## config.mk

```make
export PLATFORM = sky130hd
export DESIGN_NAME = spi_slave_if_flat
export DESIGN_NICKNAME = d
export VERILOG_FILES = /design/src/rtl/spi_slave_pkg.sv /design/src/rtl/spi_slave_if_if.sv /design/src/rtl/spi_slave_if.sv /design/src/flat_wrapper.sv
export SDC_FILE = /design/constraint.sdc
export NUM_CORES = 1
export LEC_CHECK = 0
export ABC_CLOCK_PERIOD_IN_PS = 1450
export CORE_UTILIZATION = 49
export CTS_CLUSTER_SIZE = 8
export DETAILED_ROUTE_END_ITERATION = 8
export PLACE_DENSITY = 0.71
export SYNTH_ARGS = -nofsm -noshare
export SYNTH_HDL_FRONTEND = slang
export SYNTH_SLANG_ARGS = --single-unit
```

## constraint.sdc

```tcl
create_clock -name clk -period 1.45 [get_ports clk]
set_input_delay 0.435 -clock clk [delete_from_list [all_inputs] [get_ports clk]]
set_output_delay 0.435 -clock clk [all_outputs]
set_load 0.01 [all_outputs]
```

## src/rtl/spi_slave_pkg.sv

```systemverilog
// Shared types and constants for the SPI slave front end of the byte RAM.
package spi_slave_pkg;

  typedef enum logic [2:0] {
    IDLE,
    CHK_CMD,
    WRITE,
    READ_ADD,
    READ_DATA
  } state_t;

  // Command field carried in the two MSBs of every frame
  localparam logic [1:0] CMD_WR_ADDR = 2'b00;
  localparam logic [1:0] CMD_WR_DATA = 2'b01;
  localparam logic [1:0] CMD_RD_ADDR = 2'b10;
  localparam logic [1:0] CMD_RD_DATA = 2'b11;

  // Bits per frame after the selector bit: two cmd bits plus one payload byte
  localparam int FRAME_BITS = 10;

endpackage

```

## src/rtl/spi_slave_if_if.sv

```systemverilog
// Bundle of SPI pins and RAM-side command/response signals.
// The slave modport is the serial front end; master is the side that drives it.
interface spi_slave_if_if #(
  parameter int DATA_WIDTH = 8
);

  logic                  SS_n;
  logic                  MOSI;
  logic                  MISO;
  logic [DATA_WIDTH+1:0] rx_data;
  logic                  rx_valid;
  logic [DATA_WIDTH-1:0] tx_data;
  logic                  tx_valid;

  modport slave (
    input  SS_n,
    input  MOSI,
    input  tx_data,
    input  tx_valid,
    output MISO,
    output rx_data,
    output rx_valid
  );

  modport master (
    output SS_n,
    output MOSI,
    output tx_data,
    output tx_valid,
    input  MISO,
    input  rx_data,
    input  rx_valid
  );

endinterface

```

## src/rtl/spi_slave_if.sv

```systemverilog
// SPI slave front end: turns each SS_n-framed serial transfer into a
// {cmd, payload} word strobed to the RAM, and shifts read responses back
// out on MISO. clk is the SPI bit clock, one bit per cycle.
module spi_slave_if
  import spi_slave_pkg::*;
#(
  parameter int DATA_WIDTH = 8
) (
  input  logic            clk,
  input  logic            rst_n,
  spi_slave_if_if.slave   bus
);

  localparam int CNT_W = $clog2(FRAME_BITS);
  localparam int OUT_W = $clog2(DATA_WIDTH + 1);

  state_t                state;
  logic [CNT_W-1:0]      bit_cnt;
  logic [DATA_WIDTH:0]   shift_in;
  logic                  frame_done;
  logic                  wait_tx;
  logic [DATA_WIDTH-1:0] out_shift;
  logic [OUT_W-1:0]      out_cnt;
  logic                  miso_q;
  logic [DATA_WIDTH+1:0] rx_data_q;
  logic                  rx_valid_q;
  logic                  rd_addr_flag;

  assign bus.MISO     = miso_q;
  assign bus.rx_data  = rx_data_q;
  assign bus.rx_valid = rx_valid_q;

  // Frame FSM: selector decode, 10-bit shift-in, strobe, and read-data shift-out
  always_ff @(posedge clk) begin
    if (!rst_n) begin
      state        <= IDLE;
      bit_cnt      <= '0;
      shift_in     <= '0;
      frame_done   <= 1'b0;
      wait_tx      <= 1'b0;
      out_shift    <= '0;
      out_cnt      <= '0;
      miso_q       <= 1'b0;
      rx_data_q    <= '0;
      rx_valid_q   <= 1'b0;
      rd_addr_flag <= 1'b0;
    end else begin
      rx_valid_q <= 1'b0;
      if (bus.SS_n) begin
        state      <= IDLE;
        bit_cnt    <= '0;
        frame_done <= 1'b0;
        wait_tx    <= 1'b0;
        out_shift  <= '0;
        out_cnt    <= '0;
        miso_q     <= 1'b0;
      end else begin
        case (state)
          IDLE: begin
            state      <= CHK_CMD;
            bit_cnt    <= '0;
            frame_done <= 1'b0;
            wait_tx    <= 1'b0;
            miso_q     <= 1'b0;
          end
          CHK_CMD: begin
            bit_cnt    <= '0;
            frame_done <= 1'b0;
            if (!bus.MOSI)
              state <= WRITE;
            else if (!rd_addr_flag)
              state <= READ_ADD;
            else
              state <= READ_DATA;
          end
          WRITE, READ_ADD, READ_DATA: begin
            if (!frame_done) begin
              shift_in <= {shift_in[DATA_WIDTH-1:0], bus.MOSI};
              if (bit_cnt == CNT_W'(FRAME_BITS - 1)) begin
                rx_data_q  <= {shift_in, bus.MOSI};
                rx_valid_q <= 1'b1;
                frame_done <= 1'b1;
                bit_cnt    <= '0;
                if (state == READ_ADD)
                  rd_addr_flag <= 1'b1;
                if (state == READ_DATA) begin
                  rd_addr_flag <= 1'b0;
                  wait_tx      <= 1'b1;
                end
              end else begin
                bit_cnt <= bit_cnt + 1'b1;
              end
            end else if (wait_tx) begin
              if (bus.tx_valid) begin
                miso_q    <= bus.tx_data[DATA_WIDTH-1];
                out_shift <= {bus.tx_data[DATA_WIDTH-2:0], 1'b0};
                out_cnt   <= OUT_W'(DATA_WIDTH - 1);
                wait_tx   <= 1'b0;
              end
            end else if (out_cnt != '0) begin
              miso_q    <= out_shift[DATA_WIDTH-1];
              out_shift <= {out_shift[DATA_WIDTH-2:0], 1'b0};
              out_cnt   <= out_cnt - 1'b1;
            end else begin
              miso_q <= 1'b0;
            end
          end
          default: state <= IDLE;
        endcase
      end
    end
  end

endmodule

```

## src/flat_wrapper.sv

```systemverilog
// flat-port wrapper written by rule: the top's interface ports become plain ports
module spi_slave_if_flat import spi_slave_pkg::*;
#(
  parameter int DATA_WIDTH = 8
)
  (clk, rst_n, bus_SS_n, bus_MOSI, bus_tx_data, bus_tx_valid, bus_MISO, bus_rx_data, bus_rx_valid);
  spi_slave_if_if #(.DATA_WIDTH(DATA_WIDTH)) bus_i ();
  input  logic clk;
  input  logic rst_n;
  input wire logic [$bits(bus_i.SS_n)-1:0] bus_SS_n;
  input wire logic [$bits(bus_i.MOSI)-1:0] bus_MOSI;
  input wire logic [$bits(bus_i.tx_data)-1:0] bus_tx_data;
  input wire logic [$bits(bus_i.tx_valid)-1:0] bus_tx_valid;
  output wire logic [$bits(bus_i.MISO)-1:0] bus_MISO;
  output wire logic [$bits(bus_i.rx_data)-1:0] bus_rx_data;
  output wire logic [$bits(bus_i.rx_valid)-1:0] bus_rx_valid;
  assign bus_i.SS_n = bus_SS_n;
  assign bus_i.MOSI = bus_MOSI;
  assign bus_i.tx_data = bus_tx_data;
  assign bus_i.tx_valid = bus_tx_valid;
  assign bus_MISO = bus_i.MISO;
  assign bus_rx_data = bus_i.rx_data;
  assign bus_rx_valid = bus_i.rx_valid;
  spi_slave_if #(.DATA_WIDTH(DATA_WIDTH)) u_core (.clk(clk), .rst_n(rst_n), .bus(bus_i));
endmodule
```

==> metrics.log, run 1 <==
[metrics] TritonCTS Sinks: 42
[metrics] horizontal die dimension: 64.7 um
[metrics] terminating pin of the worst hold path: u_core.bus.rx_data[0]$_SDFFE_PN0P_
[metrics] vias after detailed routing: 1863
[metrics] dominant combinational cell family by area after synthesis: simple AND/OR/NAND/NOR gates
[metrics] synthesis warning total: 0
[metrics] max-capacitance violation count: 0
[metrics] Most used DFF post-synth: dfxtp_1
[metrics] first-pass GRT wire length: 7490 um
[metrics] cell at the slowest stage of the critical path: o211ai_1
[metrics] post-placement cell area: 2470 um^2
[metrics] count of flip-flops with a built-in enable after synthesis: 0
[metrics] critical path's most frequent cell: buf_6
[metrics] final count of hold timing violations: 0
[metrics] CTS Buffer Depth: 2
[metrics] syn nets: 250
[metrics] final net count: 312
[metrics] relative slew slack: 71.6%
[metrics] Die Y: 64.7 um
[metrics] clk_lat worst skew: 0.30 ns
[metrics] number of search-and-repair iterations in the first detailed-routing pass: 4
[metrics] status: finished, violations left
[metrics] number of synthesized register bits: 42
[metrics] Port-buffer cells: 24
[metrics] area of all placed cells without fillers: 2840 um^2
[metrics] CP max stage delay: 0.38 ns
[metrics] Finished Core Util: 76.5%
[metrics] Num CTS Buffers: 5
[metrics] mux cell area share after synthesis: 5.71%
[metrics] average instance area after synthesis: 8.23 um^2
[metrics] transition time at the pin with the least slew margin: 0.424 ns
[metrics] Critical Path Fanout Max: 5
[metrics] number of hold-repair buffers added at the cts stage: 0
[metrics] number of top-level design ports: 25
[metrics] Setup violations, final: 13
[metrics] Hold WC Path Type: reg2reg
[metrics] worst reg-to-reg setup slack: -0.08 ns
[metrics] violated checks: setup timing
[metrics] Fmax: 655 MHz
[metrics] # diodes: 0
[metrics] count of mapped cells out of synthesis: 234
[metrics] area share of fa/ha/maj cells after synthesis: 1.95%
[metrics] total area of multi-input combinational cells: 1180 um^2
[metrics] setup repair after global routing missed its margin: yes
[metrics] path length in cells of the critical path: 7
[metrics] number of cells traversed by the worst hold path: 2
[metrics] Power Dens Cells: 744 nW/um^2
[metrics] worst endpoint required time: 1.69 ns
[metrics] Crit path arrival time: 1.76 ns
[metrics] Antenna Nets Post-Route: 0
[metrics] post-synthesis cell type count: 41
[metrics] maximum number of pins on one net before global-route repair: 22
[metrics] cells along the critical path: nor3b_4 > buf_6 > o211ai_1 > buf_4 > buf_6 > nand3_2 > o21ai_1
[metrics] FF-to-FF path depth: 7
[metrics] share of synthesized cell area in and, or, nand and nor gates: 25.6%
[metrics] share of post-route cells with drive strength above 1: 34.7%
[metrics] post-synthesis share of cell area spent on xor and xnor gates: 0%
[metrics] async set-or-reset flop fraction in the synthesized netlist: 0%
[metrics] Filler cells: 283
[metrics] number of pins exceeding their max-slew limit in the final report: 0
[metrics] Initial Util: 51.9%
[metrics] Tot GR Track Use: 23.1%
[metrics] leakage power of the design: 1.13 nW
[metrics] combined area of all synthesized cells: 1930 um^2
[metrics] Final WS setup: -0.0760 ns
[metrics] area taken by flip-flops and latches: 853 um^2
[metrics] share of the cycle needed by the critical path after routing: 105%
[metrics] type of origin of the critical path: register
[metrics] sequential fraction of the synthesis area: 43.6%
[metrics] TritonCTS clock tree: done
[metrics] detailed-placement wirelength estimate: 2850 um
[metrics] global placer's final weighted congestion: 0.874
[metrics] Top delay family on crit path: compound AO/OA/AOI/OAI gates
[metrics] vias in the first global route: 1698
[metrics] minimum setup slack after placement: -0.373 ns
[metrics] Synth Area in Compound Gates: 17.9%
[metrics] area growth from synthesis to layout: 47.5%
[metrics] clock period minus worst slack: 1.53 ns
[metrics] H-tree Lvls: 2
[metrics] largest voltage drop on the vdd net: 0.000799 V
[metrics] launching point of the worst reg2reg path: u_core.state[2]$_SDFFE_PP0N_
[metrics] initial DRC count: 109
[metrics] final routed DRC violation total: 0
[metrics] via count normalized by instance count: 5.40
[metrics] remaining global-route overflow: 0
[metrics] core area: 3720 um^2
[metrics] number of antenna violations at the first check in global routing: 0
[metrics] kind of end point of the critical path: register
[metrics] clock transition at the register clock pins on the worst setup and hold paths after CTS: 0.09 ns
[metrics] critical register-to-register path endpoint: u_core.bus.rx_data[3]$_SDFFE_PN0P_
[metrics] critical path start-end classification: reg2reg
[metrics] CTS Root Cell: clkbuf_8
[metrics] total length of routed wires: 4740 um
[metrics] Max Clock Skew: 0.00884 ns
[metrics] die outline area: 4190 um^2
[metrics] Site Rows: 22
[metrics] Routed WL per cell: 13.8 um
[metrics] total design power: 2.11 mW
[metrics] hold wc startpoint: u_core.bus.rx_data[0]$_SDFFE_PN0P_
[metrics] worst path buffer plus inverter count: 3
## final cells by class
| type | instances | area share [%] |
|---|---|---|
| Tap cell | 48 | 2.11 |
| Clock buffer | 5 | 2.42 |
| Sequential cell | 42 | 30.0 |
| Timing Repair Buffer | 70 | 22.0 |
| Multi-Input combinational cell | 169 | 41.5 |
| Inverter | 8 | 1.06 |
| Clock inverter | 3 | 0.881 |
## cell usage after synthesis, types with 2 or more instances
library cell	instances	area share, %
nor2_1	15	2.9
dfxtp_1	42	44
o21ai_0	25	6.5
nand3_1	15	3.9
nand2b_1	9	2.9
or3_1	3	0.97
nor2b_1	2	0.65
inv_1	8	1.6
clkbuf_1	10	1.9
ha_1	3	1.9
buf_2	4	1.0
a21oi_1	22	5.7
nor3_1	8	2.1
mux2i_1	11	5.7
o211ai_1	2	0.78
nand2_1	29	5.6
nand3b_1	2	0.78
## placed cells by master, fill, tap and decap left out, types with 3 or more instances in the layout
master           Yosys  routed
buf_4                0      37
dfxtp_1             42      36
nand2_1             29      29
a21oi_1             22      15
dlygate4sd2_1        0      13
nor2_1              15      12
mux2i_1             11      11
clkdlybuf4s50_1      0      11
o21ai_1              0       9
o21ai_0             25       8
o21ai_2              1       8
nand3_2              0       8
nand2b_1             9       7
a21oi_2              0       7
nand3_1             15       7
nor3_1               8       7
buf_6                1       7
inv_1                8       6
clkbuf_8             0       5
dfxtp_2              0       4
or3_1                3       3
## routing by layer
metal  global-route usage (%)  vias to the layer above  share of wire [%]
li1                         -                      946                  -
met1                     30.2                      866                 45
met5                        0                        -                  0
met3                     6.16                        9                3.5
met2                     37.1                       42                 50
met4                     6.94                        0                2.0
## tightest hold or removal path, delay by kind of cell, from the launching register on
family	cells	cell delay, ns
DFF	1	0.32
AOI/OAI and AO/OA	1	0.04
and+or+nand+nor	1	0.06
## worst max path at each step
| stage | to | from | slack (ns) |
|---|---|---|---|
| finish | u_core.bus.rx_data[3]$_SDFFE_PN0P_ | u_core.state[2]$_SDFFE_PP0N_ | -0.08 |
| global route | u_core.bus.rx_data[6]$_SDFFE_PN0P_ | u_core.state[2]$_SDFFE_PP0N_ | -0.15 |
| CTS | u_core.bus.MISO$_SDFFE_PP0P_ | u_core.out_cnt[0]$_SDFFE_PP0P_ | -0.06 |
| floorplan | u_core.bus.MISO$_SDFFE_PP0P_ | u_core.out_cnt[1]$_SDFFE_PP0P_ | -0.05 |
| global placement | u_core.bus.MISO$_SDFFE_PP0P_ | bus_tx_valid | -0.36 |
| detailed placement | u_core.bus.MISO$_SDFFE_PP0P_ | bus_tx_valid | -0.37 |
## power by group
part	total, mW	leakage, nW	internal [mW]	switching [mW]
logic	0.163	0.745	0.0869	0.0762
registers	1.16	0.342	1.15	0.00721
clock network	0.788	0.0447	0.348	0.441
## cell families (layout without fill, tap and decap cells)
family                     after synthesis  after routing
and+or+nand+nor                         95             95
AOI/OAI and AO/OA                       60             60
DFF                                     42             42
buffers and inverters                   23             86
muxes                                   11             11
adders and majority gates                3              3
## through the flow
stage	setup TNS, ns	cells	hold WS [ns]
after floorplan	-0.0476	234	0.436
after global placement	-8.62	327	0.445
after detailed placement	-8.95	327	0.458
after CTS	-0.0558	337	0.472
after global routing	-1.75	345	0.474
final	-0.413	345	0.457
## registers in the layout (all words and copies together) (netlist names)
name,count
u_core.frame_done,1
u_core.rd_addr_flag,1
u_core.out_shift,7
u_core.out_cnt,4
u_core.wait_tx,1
u_core.bit_cnt,4
u_core.shift_in,9
u_core.state,3
u_core.bus.MISO,1
u_core.bus.rx_data,10
u_core.bus.rx_valid,1
## timing repair
item	in CTS	in global routing
gates resized for setup	29	57
gates cloned	0	3
pin swaps	7	24
hold endpoints to repair	0	0
endpoints found under the setup margin	25	33
buffers inserted	2	5
Note: power is estimated with default switching activity, not from simulation.
==> inputs of run 2 (changes only) <==
--- a/config.mk
+++ b/config.mk
@@ -5,6 +5,7 @@
 export SDC_FILE = /design/constraint.sdc
 export NUM_CORES = 1
 export LEC_CHECK = 0
+export ABC_AREA = 0
 export ABC_CLOCK_PERIOD_IN_PS = 1450
 export CORE_UTILIZATION = 49
 export CTS_CLUSTER_SIZE = 8
==> results of run 2 <==
Same layout as run 1: the final DEF is identical, and so are final timing and power.
==> inputs of run 3 (changes only) <==
--- a/config.mk
+++ b/config.mk
@@ -8,9 +8,11 @@
 export ABC_AREA = 0
 export ABC_CLOCK_PERIOD_IN_PS = 1450
 export CORE_UTILIZATION = 49
+export CTS_CLUSTER_DIAMETER = 50
 export CTS_CLUSTER_SIZE = 8
 export DETAILED_ROUTE_END_ITERATION = 8
 export PLACE_DENSITY = 0.71
+export RECOVER_POWER = 50
 export SYNTH_ARGS = -nofsm -noshare
 export SYNTH_HDL_FRONTEND = slang
 export SYNTH_SLANG_ARGS = --single-unit
==> run 3 against run 2 <==
  * The run still ends with setup timing left
  * Worst setup slack is essentially flat
  * Design area down 0.57%
  * Flip-flop and latch count did not move
  * Non-clock buffer count unchanged
  * Count of clock-buffer cells in the layout is the same
  * Sequential power hardly changed
  * Clock power is essentially flat
  * Critical path depth unchanged
  * Final cell count unchanged
  * Critical path type unchanged
==> metrics.log, run 3 (synthesis gave the netlist of run 1 again) <==
[metrics] launching point of the worst reg2reg path: u_core.state[2]$_SDFFE_PP0N_
[metrics] transition time at the pin with the least slew margin: 0.424 ns (+0.0000105 ns)
[metrics] number of search-and-repair iterations in the first detailed-routing pass: 4 (unchanged)
[metrics] horizontal die dimension: 64.7 um (unchanged)
[metrics] setup repair after global routing missed its margin: yes
[metrics] largest voltage drop on the vdd net: 0.000799 V (about the same)
[metrics] Die Y: 64.7 um (unchanged)
[metrics] share of the cycle needed by the critical path after routing: 105% (about the same)
[metrics] area growth from synthesis to layout: 46.6%
[metrics] area taken by flip-flops and latches: 853 um^2 (unchanged)
[metrics] Power Dens Cells: 746 nW/um^2 (+0.31%)
[metrics] TritonCTS Sinks: 42 (unchanged)
[metrics] Port-buffer cells: 24 (unchanged)
[metrics] hold wc startpoint: u_core.bus.rx_data[0]$_SDFFE_PN0P_
[metrics] final routed DRC violation total: 0 (unchanged)
[metrics] total design power: 2.11 mW (-0.27%)
[metrics] Crit path arrival time: 1.76 ns (about the same)
[metrics] maximum number of pins on one net before global-route repair: 22 (unchanged)
[metrics] die outline area: 4190 um^2 (unchanged)
[metrics] Antenna Nets Post-Route: 0 (unchanged)
[metrics] worst endpoint required time: 1.69 ns (about the same)
[metrics] Tot GR Track Use: 23.1% (unchanged)
[metrics] Setup violations, final: 13 (unchanged)
[metrics] Routed WL per cell: 13.7 um (-0.53%)
[metrics] Hold WC Path Type: reg2reg
[metrics] post-placement cell area: 2470 um^2 (unchanged)
[metrics] final net count: 312 (unchanged)
[metrics] initial DRC count: 132 (+21%)
[metrics] violated checks: setup timing
[metrics] number of antenna violations at the first check in global routing: 0 (unchanged)
[metrics] critical path start-end classification: reg2reg
[metrics] flip-flop count of the largest register, all copies and words added: 10 (unchanged)
[metrics] critical path's most frequent cell: buf_6
[metrics] commonest non-fill, non-tap cells in the layout: buf_4, dfxtp_1, nand2_1
[metrics] total area of multi-input combinational cells: 1180 um^2 (unchanged)
[metrics] via count normalized by instance count: 5.37 (-0.48%)
[metrics] number of cells in the finished layout apart from fillers: 345 (unchanged)
[metrics] minimum setup slack after placement: -0.373 ns (unchanged)
[metrics] type of origin of the critical path: register
[metrics] relative slew slack: 71.6% (about the same)
[metrics] global placer's final weighted congestion: 0.874 (unchanged)
[metrics] clock transition at the register clock pins on the worst setup and hold paths after CTS: 0.09 ns (about the same)
[metrics] cell at the slowest stage of the critical path: o211ai_1
[metrics] TritonCTS clock tree: done
[metrics] core area: 3720 um^2 (unchanged)
[metrics] Placed Cells: 327 (unchanged)
[metrics] clock period minus worst slack: 1.53 ns (+0.000359 ns)
[metrics] Filler cells: 287 (+1.4%)
[metrics] clk_lat worst skew: 0.30 ns (about the same)
[metrics] Initial Util: 51.9% (unchanged)
[metrics] cells along the critical path: nor3b_4 > buf_6 > o211ai_1 > buf_4 > buf_6 > nand3_2 > o21ai_1
[metrics] first element of the critical path: u_core.state[2]$_SDFFE_PP0N_
[metrics] leakage power of the design: 1.12 nW (-0.75%)
[metrics] Critical Path Fanout Max: 5 (unchanged)
[metrics] vias in the first global route: 1698 (unchanged)
[metrics] final count of hold timing violations: 0 (unchanged)
[metrics] area of all placed cells without fillers: 2830 um^2 (-0.57%)
[metrics] first-pass GRT wire length: 7490 um (unchanged)
[metrics] total length of routed wires: 4720 um (-0.53%)
[metrics] # diodes: 0 (unchanged)
[metrics] Final WS setup: -0.0764 ns (-0.000359 ns)
[metrics] Hold Slack: 0.457 ns (+0.0000840 ns)
[metrics] Max Clock Skew: 0.00883 ns (-0.00000383 ns)
[metrics] Num CTS Buffers: 5 (unchanged)
[metrics] Finished Core Util: 76.0% (-0.44 points)
[metrics] kind of end point of the critical path: register
[metrics] CTS Root Cell: clkbuf_8
[metrics] share of post-route cells with drive strength above 1: 34.3% (-0.34 points)
[metrics] CP max stage delay: 0.38 ns (about the same)
[metrics] H-tree Lvls: 2 (unchanged)
[metrics] status: finished, violations left
[metrics] vias after detailed routing: 1854 (-0.48%)
[metrics] remaining global-route overflow: 0 (unchanged)
[metrics] max-capacitance violation count: 0 (unchanged)
[metrics] number of pins exceeding their max-slew limit in the final report: 0 (unchanged)
[metrics] Fmax: 655 MHz (about the same)
[metrics] Site Rows: 22 (unchanged)
[metrics] number of top-level design ports: 25 (unchanged)
[metrics] detailed-placement wirelength estimate: 2850 um (unchanged)
[metrics] CTS Buffer Depth: 2 (unchanged)
[metrics] Post-Route Setup TNS: -0.441 ns (-0.0272 ns)
run 3: changes by cell type in the layout (fill, tap and decap cells not counted):
cell	change
clkdlybuf4s50_1	-1
clkbuf_4	+1
buf_12	-1
buf_4	-1
clkbuf_1	+1
dlygate4sd3_1	+1
run 3: timing repair:
action	CTS	global route
endpoints found under the hold margin	0	0
resized for setup	29	57
hold buffers	0	0
setup buffers	2	5
pin swaps	7	24
cloned	0	3
endpoints found under the setup margin	25	33
run 3: layer usage:
layer / routed length (um) / share of wire, % / track usage (%)
met5: 0 / 0 / 0
met4: 105 / 2.2 / 6.94
met3: 163 / 3.5 / 6.16
met2: 2350 / 50 / 37.1
met1: 2100 / 44 / 30.2
run 3: path summary, 6_finish.rpt:
path	to	slack, ns	cells past startpoint
max	u_core.bus.rx_data[3]$_SDFFE_PN0P_	-0.08	7
min	u_core.bus.rx_data[0]$_SDFFE_PN0P_	0.46	2
max reg2reg	u_core.bus.rx_data[3]$_SDFFE_PN0P_	-0.08	7
min reg2reg	u_core.bus.rx_data[0]$_SDFFE_PN0P_	0.46	2
run 3: worst max-delay path: cells and delay by family (launching register included):
kind	cells	cell delay, ns
simple gates	2	0.21
compound gates	2	0.47
buf+inv	3	0.44
flops	1	0.35
run 3: power breakdown:
part | switching (mW) | internal [mW] | total, mW
logic | 0.0751 | 0.0816 | 0.157
registers | 0.00712 | 1.15 | 1.16
clock network | 0.442 | 0.348 | 0.789
total | 0.524 | 1.58 | 2.11
run 3: layout make-up:
type	instances	area share, %
inverters	8	1.06
multi-input cells	169	41.7
clock buffers	5	2.44
repair buffers	70	21.6
flip-flops and latches	42	30.2
well taps	48	2.13
clock inverters	3	0.886
